**config.mk**
```make
export PLATFORM = sky130hd
export DESIGN_NAME = rf_read_arbiter
export DESIGN_NICKNAME = d
export VERILOG_FILES = /design/src/rtl/rf_read_arbiter.sv
export SDC_FILE = /design/constraint.sdc
export NUM_CORES = 1
export LEC_CHECK = 0
export BUFFER_PORTS_ARGS = -buffer_cell sky130_fd_sc_hd__buf_2
export CORE_MARGIN = 4
export CORE_UTILIZATION = 45
export DETAILED_ROUTE_END_ITERATION = 6
export HOLD_SLACK_MARGIN = 0.03
export PLACE_DENSITY = 0.83
export RECOVER_POWER = 100
export SKIP_LAST_GASP = 1
export SYNTH_ARGS = -nofsm -noshare
export SYNTH_HDL_FRONTEND = slang
export SYNTH_SLANG_ARGS = --single-unit
```
**constraint.sdc**
```tcl
create_clock -name clk_i -period 5.1 [get_ports clk_i]
set_input_delay 0.255 -clock clk_i [delete_from_list [all_inputs] [get_ports clk_i]]
set_output_delay 0.255 -clock clk_i [all_outputs]
set_load 0.01 [all_outputs]
```
**src/rtl/rf_read_arbiter.sv**
```systemverilog
// ---------------------------------------------------------------------------
// rf_read_arbiter
//
// Round-robin arbiter sharing one register-file read port among NREQ
// requesters. The winner's address drives the read-port select in the same
// cycle. The read data is captured and returned one cycle later, tagged with
// a one-hot response valid. The all-ones register (r31) always reads as zero.
//
// Ports
//   clk_i        rising-edge clock
//   rst_ni       asynchronous reset, active low
//   hold_i       suppresses any grant this cycle
//   req_valid_i  per-requester request valid
//   req_addr_i   per-requester register number, requester i at [i]
//   req_ready_o  one-hot grant (combinational)
//   rf_sel_o     read-port select; idles at the zero register
//   rf_data_i    read-port data, combinational from rf_sel_o
//   rsp_valid_o  one-hot registered response valid
//   rsp_data_o   registered read data
// ---------------------------------------------------------------------------
module rf_read_arbiter #(
    parameter int NREQ = 4,
    parameter int DW   = 64,
    parameter int AW   = 5
) (
    input  logic                    clk_i,
    input  logic                    rst_ni,
    input  logic                    hold_i,
    input  logic [NREQ-1:0]         req_valid_i,
    input  logic [NREQ-1:0][AW-1:0] req_addr_i,
    output logic [NREQ-1:0]         req_ready_o,
    output logic [AW-1:0]           rf_sel_o,
    input  logic [DW-1:0]           rf_data_i,
    output logic [NREQ-1:0]         rsp_valid_o,
    output logic [DW-1:0]           rsp_data_o
);

    localparam int PW  = (NREQ > 1) ? $clog2(NREQ) : 1;
    localparam int PW1 = PW + 1;
    localparam logic [AW-1:0] ZERO_REG = '1;

    logic [PW-1:0]     ptr_q, ptr_d;
    logic [NREQ-1:0]   rspValid_q, rspValid_d;
    logic [DW-1:0]     rspData_q, rspData_d;

    logic [2*NREQ-1:0] dblValid;
    logic [NREQ-1:0]   rotValid;
    logic [PW1-1:0]    offset;
    logic [PW1-1:0]    winSum;
    logic [PW-1:0]     winIdx;
    logic              found;
    logic              grantActive;

    // Rotate the valid vector so the pointer's requester sits at bit 0, take
    // the first set bit, then map that offset back to a requester index.
    // The doubled vector makes the rotation a plain shift.
    always_comb begin
        dblValid = {req_valid_i, req_valid_i} >> ptr_q;
        rotValid = dblValid[NREQ-1:0];
        found    = 1'b0;
        offset   = '0;
        for (int k = 0; k < NREQ; k++) begin
            if (!found && rotValid[k]) begin
                found  = 1'b1;
                offset = PW1'(k);
            end
        end
        winSum = {1'b0, ptr_q} + offset;
        if (winSum >= PW1'(NREQ)) begin
            winSum = winSum - PW1'(NREQ);
        end
        winIdx      = winSum[PW-1:0];
        // Reset is folded in so no grant is advertised while in reset.
        grantActive = found && !hold_i && rst_ni;
    end

    // Grant and read-port select. With no grant the select parks on the
    // zero register, which has no side effects on the register file.
    always_comb begin
        req_ready_o = '0;
        rf_sel_o    = ZERO_REG;
        if (grantActive) begin
            req_ready_o[winIdx] = 1'b1;
            rf_sel_o            = req_addr_i[winIdx];
        end
    end

    // Next state: advance the pointer past the winner and load the response.
    // Response data holds its value when nothing is granted.
    always_comb begin
        ptr_d      = ptr_q;
        rspValid_d = '0;
        rspData_d  = rspData_q;
        if (grantActive) begin
            ptr_d      = (winIdx == PW'(NREQ - 1)) ? '0 : winIdx + 1'b1;
            rspValid_d = req_ready_o;
            rspData_d  = (rf_sel_o == ZERO_REG) ? '0 : rf_data_i;
        end
    end

    always_ff @(posedge clk_i or negedge rst_ni) begin
        if (!rst_ni) begin
            ptr_q      <= '0;
            rspValid_q <= '0;
            rspData_q  <= '0;
        end else begin
            ptr_q      <= ptr_d;
            rspValid_q <= rspValid_d;
            rspData_q  <= rspData_d;
        end
    end

    assign rsp_valid_o = rspValid_q;
    assign rsp_data_o  = rspData_q;

endmodule

```
==> flow_summary.yaml, run 1 <==
outcome:
  status: "finished, violations left"
  violations: "max-capacitance violations, max-slew violations"
yosys:
  synth_edf_count: 0
  ys_types: 39
  yosys_most_used_dff: "dfrtp_1"
  synthArstFlopShare: 1.000
  syn_nets: 400
  syn_area_per_cell_um2: 11.58
  ys_ff_latch: 70
  yosysSeqAreaShare: 0.4975
  synthesis.instances: 304
  yosysWarnings: 0
  netlist_area_um2: 3521
die:
  die-height_um: 96.46
  fp.dieArea_um2: 9304
  die_w_um: 96.46
  core_um2: 7408
  core.rowCount: 31
  initial_utilization: 0.4753
  io_pins: 168
clocking:
  clockBufferDepth: 2
  clkTransAtPathRegs_ps: 70
  clock-root-buffer: "clkbuf_8"
  cts_tree: "done"
  post-cts-setup-buffer-count: 0
  numCtsBuffers: 9
  cts_hold_buf: 0
  cts_htree_levels: 3
  cts.sinks: 70
  worst_skew_pair.late_latency_ps: 330
  cts_resized: 0
sta:
  fin_worst_skew_ps: 10.57
  setup_ws_ps: 1270
  relSlewSlack: -1.405
  period_needed_ps: 3830
  finalCritPeriodShare: 0.7510
  tns_ps: 0
  hold_viol: 0
  setup_violations: 0
  fmax_ghz: 0.2611
  maxSlewViolCount: 71
  tightest_slew_ps: 3608
  rsz0062_at_grt: "false"
layout:
  instances_no_fill: 562
  diodes: 0
  area_growth_syn_to_layout_pct: 25.05
  fin_area_um2: 4403
  drive_gt1_frac: 0.2505
  final_nets: 555
worst_setup_path:
  cp_max_fo: 37
  worst-path-buf-inv: 1
  critPathKind: "reg2reg"
  start_kind: "flop"
  cpMostUsedCell: "a21oi_1"
  required_ps: 5280
  cpMaxStageDelayCell: "o211a_1"
  cp-end-kind: "flop"
  r2r_cells: 10
  arrival_ps: 4010
  path_depth: 10
  path_cells: "nand2_1 -> a21oi_1 -> o211ai_1 -> o21a_1 -> ha_1 -> a32oi_1 -> a21oi_1 -> o211a_1 -> buf_4 -> nor3_1"
  cpPeakStageDelay_ps: 970
  crit_family: "compound AO/OA/AOI/OAI gates"
detailed_routing:
  wl_um: 8684
  vias: 2938
  drcViolationCount: 0
  wl_per_cell_um: 15.45
  ant_nets: 0
  first_iter_violations: 66
  dr.pass1.iters: 4
  vias_per_cell: 5.228
hold_path:
  hold_depth: 3
  hold_class: "in2reg"
global_routing:
  grtUsageTotal: 0.1839
  first_global_vias: 2891
  grt_start_max_net_pins: 71
  grt_pass1_wl_um: 13230
  antenna_found_initial: 0
  grt_overflow: 0
power:
  leakagePower_nw: 2.009
  switching_share: 0.3595
  clock_power_share: 0.242
  switchingPower_mw: 0.7201
  cellPowerDensity_nw_per_um2: 454.9
  finalPower_mw: 2.003
  p_comb_frac: 0.364
  internal-power_mw: 1.283
  pwr-share-seq: 0.394
  max-vdd-ir-drop_mv: 0.2076
place:
  place_hpwl_um: 6350
  placed_cells: 547
  post-place-ws_ps: 1449
  routabilityCongestion: 0.7672
  dpl_cell_area_um2: 4318
  port_buffers: 167
run:
  cap_violations: 1
==> placed cells by master, fill, tap and decap left out, types with 3 or more instances in the layout <==
| cell | instances |
|---|---|
| ha_1 | 5 |
| nand2_1 | 11 |
| a21oi_1 | 4 |
| and2_0 | 4 |
| clkbuf_8 | 10 |
| a31oi_1 | 4 |
| mux2_2 | 4 |
| buf_2 | 90 |
| o21ai_0 | 3 |
| clkbuf_1 | 78 |
| nand4_1 | 3 |
| nor3_1 | 67 |
| dfrtp_1 | 70 |
| mux2i_1 | 74 |
| buf_4 | 4 |
| nor2b_1 | 3 |
==> state kept, by name (all words and copies together), names as in the netlist <==
| signal | flops |
|---|---|
| rsp_data_o | 64 |
| ptr_q | 2 |
| rsp_valid_o | 4 |
==> metrics by stage <==
step / hold WS [ps] / util
after floorplan: -40.59 / -
after global placement: 539.0 / 0.5828
after detailed placement: 546.2 / 0.5828
after CTS: 184.3 / 0.6126
after global routing: 205.7 / 0.5943
final: 206.0 / 0.5943
==> tightest hold or removal path: cells and delay by family <==
| family | cells | cell delay (ps) |
|---|---|---|
| AND/OR/NAND/NOR | 1 | 90 |
| multiplexers | 1 | 70 |
| buffers and inverters | 1 | 70 |
==> path summary, 6_finish.rpt <==
check | slack [ps] | endpoint | start
min | 210 | rsp_data_o[37] | rf_data_i[37]
min in group asynchronous | 1360 | rsp_data_o[44] | rst_ni
max | 1270 | rsp_data_o[27] | ptr_q[1]
min reg2reg | 560 | rsp_data_o[37] | rsp_data_o[37]
max in group asynchronous | 1720 | rsp_data_o[42] | rst_ni
max reg2reg | 1270 | rsp_data_o[27] | ptr_q[1]
==> power groups by stage <==
stage | logic (mW) | clock network (mW) | registers [mW]
global route | 0.811 | 0.525 | 0.807
detailed placement | 0.783 | 0 | 0.789
CTS | 0.782 | 0.499 | 0.785
finish | 0.728 | 0.485 | 0.790
floorplan | 0.456 | 0 | 0.839
global placement | 0.755 | 0 | 0.788
==> kinds of logic (layout without fill, tap and decap cells) <==
logic type      count (synthesis)  count (layout)  synth area share
mux                            78              78            0.2232
flops                          70              70            0.4975
buf+inv                        30             189           0.06041
simple gates                  104             104            0.1702
fa+ha+maj                       5               5           0.01777
compound gates                 16              16           0.02843
xor+xnor                        1               1          0.002488
==> Yosys cell counts (2+ instances only) <==
library cell	n	area share
a21oi_1	4	0.0057
a31oi_1	4	0.0071
and2_1	4	0.0071
and2b_1	2	0.0043
buf_2	6	0.0085
buf_6	2	0.0064
buf_8	5	0.021
clkbuf_1	11	0.012
dfrtp_1	70	0.50
ha_1	5	0.018
inv_1	2	0.0021
mux2_2	4	0.013
mux2i_1	74	0.21
nand2_1	11	0.012
nand3_1	2	0.0028
nand4_1	3	0.0053
nor2b_1	3	0.0053
nor3_1	60	0.085
nor3_2	8	0.023
nor3b_1	3	0.0064
o21ai_0	3	0.0043
==> final cells by class <==
class,instances,area (µm²)
Fill cell,657,3005
Inverter,2,7.507
Multi-Input combinational cell,204,1526
Timing Repair Buffer,172,773.2
Clock inverter,5,82.58
Tap cell,99,123.9
Sequential cell,70,1752
Clock buffer,10,137.6
==> per-layer routing <==
metal	routed length (µm)	share of wire	up-vias	track usage
met5	0	0	-	0
met4	128	0.015	0	0.06192
met3	826	0.095	12	0.05422
met2	4101	0.47	136	0.3069
met1	3627	0.42	1383	0.2287
li1	-	-	1407	-
No activity file was read; power rests on OpenSTA's default activity.
==> run 2, diff against run 1 <==
==> constraint.sdc (replaced) <==
create_clock -name clk_i -period 3.6 [get_ports clk_i]
set_input_delay 0.18 -clock clk_i [delete_from_list [all_inputs] [get_ports clk_i]]
set_output_delay 0.18 -clock clk_i [all_outputs]
set_load 0.01 [all_outputs]
==> run 2 against run 1 <==
Net effect: critical endpoint is now rf_sel_o[2]; flip-flop and latch count unchanged; sequential share of layout area down 0.36 points; critical path depth unchanged; non-clock buffer count up 3; design area up 0.91%; combinational power up 43%; sequential power up 42%; the run still ends with max-capacitance violations, max-slew violations left; clock power up 60%; count of clock-buffer cells in the layout unchanged.
==> flow_summary.yaml, run 2 (same netlist as run 1, synthesis figures left out) <==
power:
  p_comb_frac: 0.355
  cellPowerDensity_nw_per_um2: 659.5
  clock_power_share: 0.265
  switchingPower_mw: 1.038
  switching_share: 0.3542
  leakagePower_nw: 2.023
  pwr-share-seq: 0.381
  internal-power_mw: 1.892
  max-vdd-ir-drop_mv: 0.3025
  finalPower_mw: 2.930
global_routing:
  grt_overflow: 0
  grt_pass1_wl_um: 14000
  grt_start_max_net_pins: 71
  first_global_vias: 2993
  grtUsageTotal: 0.1939
  antenna_found_initial: 0
worst_setup_path:
  reg2reg_from: "ptr_q[1]"
  cp_max_fo: 21
  cp-endpoint: "rf_sel_o[2]"
  start_kind: "flop"
  ff2ff_setup_slack_ps: 550
  reg2reg_to: "rsp_data_o[4]"
  r2r_cells: 10
  cp-end-kind: "output pin"
  required_ps: 3420
  critical_path.startpoint: "ptr_q[1]"
  critPathKind: "reg2out"
  arrival_ps: 2920
sta:
  relSlewSlack: -0.1456
  fin_worst_skew_ps: 9.076
  finalCritPeriodShare: 0.8609
  tightest_slew_ps: 1718
  maxSlewViolCount: 71
  tns_ps: 0
  period_needed_ps: 3099
  hold_viol: 0
  rsz0062_at_grt: "false"
  setup_violations: 0
  hold_ws_ps: 136.2
  fmax_ghz: 0.3227
detailed_routing:
  ant_nets: 0
  wl_per_cell_um: 15.74
  vias: 2967
  dr.pass1.iters: 4
  vias_per_cell: 5.251
  drcViolationCount: 0
  wl_um: 8894
  first_iter_violations: 92
layout:
  area_growth_syn_to_layout_pct: 26.19
  drive_gt1_frac: 0.2554
  fin_area_um2: 4443
  final_cell_mix: "89 x buf_2, 78 x clkbuf_1, 74 x mux2i_1, 70 x dfrtp_1, 67 x nor3_1"
  instances_no_fill: 565
  final_nets: 558
  diodes: 0
  layout_commonest_cell: "buf_2"
  largest_reg_flops: 64
place:
  port_buffers: 167
  place_hpwl_um: 6551
  dpl_cell_area_um2: 4340
  routabilityCongestion: 0.7779
  placed_cells: 550
clocking:
  cts_hold_buf: 0
  clockBufferDepth: 2
  numCtsBuffers: 9
  cts_resized: 0
  cts.sinks: 70
  worst_skew_pair.late_latency_ps: 330
  clock-root-buffer: "clkbuf_8"
  clkTransAtPathRegs_ps: 80
  post-cts-setup-buffer-count: 0
  cts_htree_levels: 3
  cts_tree: "done"
die:
  initial_utilization: 0.4753
  io_pins: 168
  fp.dieArea_um2: 9304
  die-height_um: 96.46
  core_um2: 7408
  die_w_um: 96.46
  core.rowCount: 31
outcome:
  status: "finished, violations left"
  violations: "max-capacitance violations, max-slew violations"
run:
  cap_violations: 1
hold_path:
  hold_class: "in2reg"
## run 2: worst max-delay path, cell delays in order, from the launching register on
cell and delay (ps):
dfrtp_1 490, nand2_1 110, a21oi_1 150, o211ai_1 90, o21a_1 130, ha_1 800, mux2i_1 280, nand2_1 90
nor3_1 190, a31oi_1 80, clkbuf_1 160
## run 2: how the worst min path moves through the flow
stage                        startpoint  depth (start not counted)        endpoint
after floorplan                  rst_ni                          0        ptr_q[0]
after global placement    rf_data_i[37]                          3  rsp_data_o[37]
after detailed placement  rf_data_i[43]                          3  rsp_data_o[43]
after CTS                 rf_data_i[62]                          3  rsp_data_o[62]
after global routing      rf_data_i[62]                          3  rsp_data_o[62]
final                     rf_data_i[62]                          3  rsp_data_o[62]
## run 2: final cells by class
type / instances / area [µm²]
fill: 699 / 2965
timing repair buffer: 175 / 795.8
clock inverter: 5 / 106.4
clock buffer: 10 / 137.6
sequential: 70 / 1752
multi-input combinational: 204 / 1520
inverter: 2 / 7.507
tap: 99 / 123.9
## run 2: per-stage QoR
stage	setup WS, ps	utilization
finish	500.8	0.5997
global route	218.5	0.5997
CTS	460.7	0.6188
detailed placement	611.5	0.5859
global placement	697.2	0.5859
floorplan	836.3	-
## run 2: power by group through the flow
stage	Clock (mW)	Combinational, mW	Sequential (mW)
after floorplan	0	0.646	1.19
after global placement	0	1.08	1.12
after detailed placement	0	1.12	1.12
after CTS	0.793	1.12	1.11
after global routing	0.833	1.16	1.14
final	0.776	1.04	1.12
## run 2: metal layers
metal,routed length (µm),vias up,global-route usage,part of all wire
met3,866,6,0.07126,0.097
met1,3757,1423,0.2464,0.42
met5,0,-,0,0
met2,4202,128,0.3161,0.47
met4,67,0,0.04673,0.0075
li1,-,1410,-,-
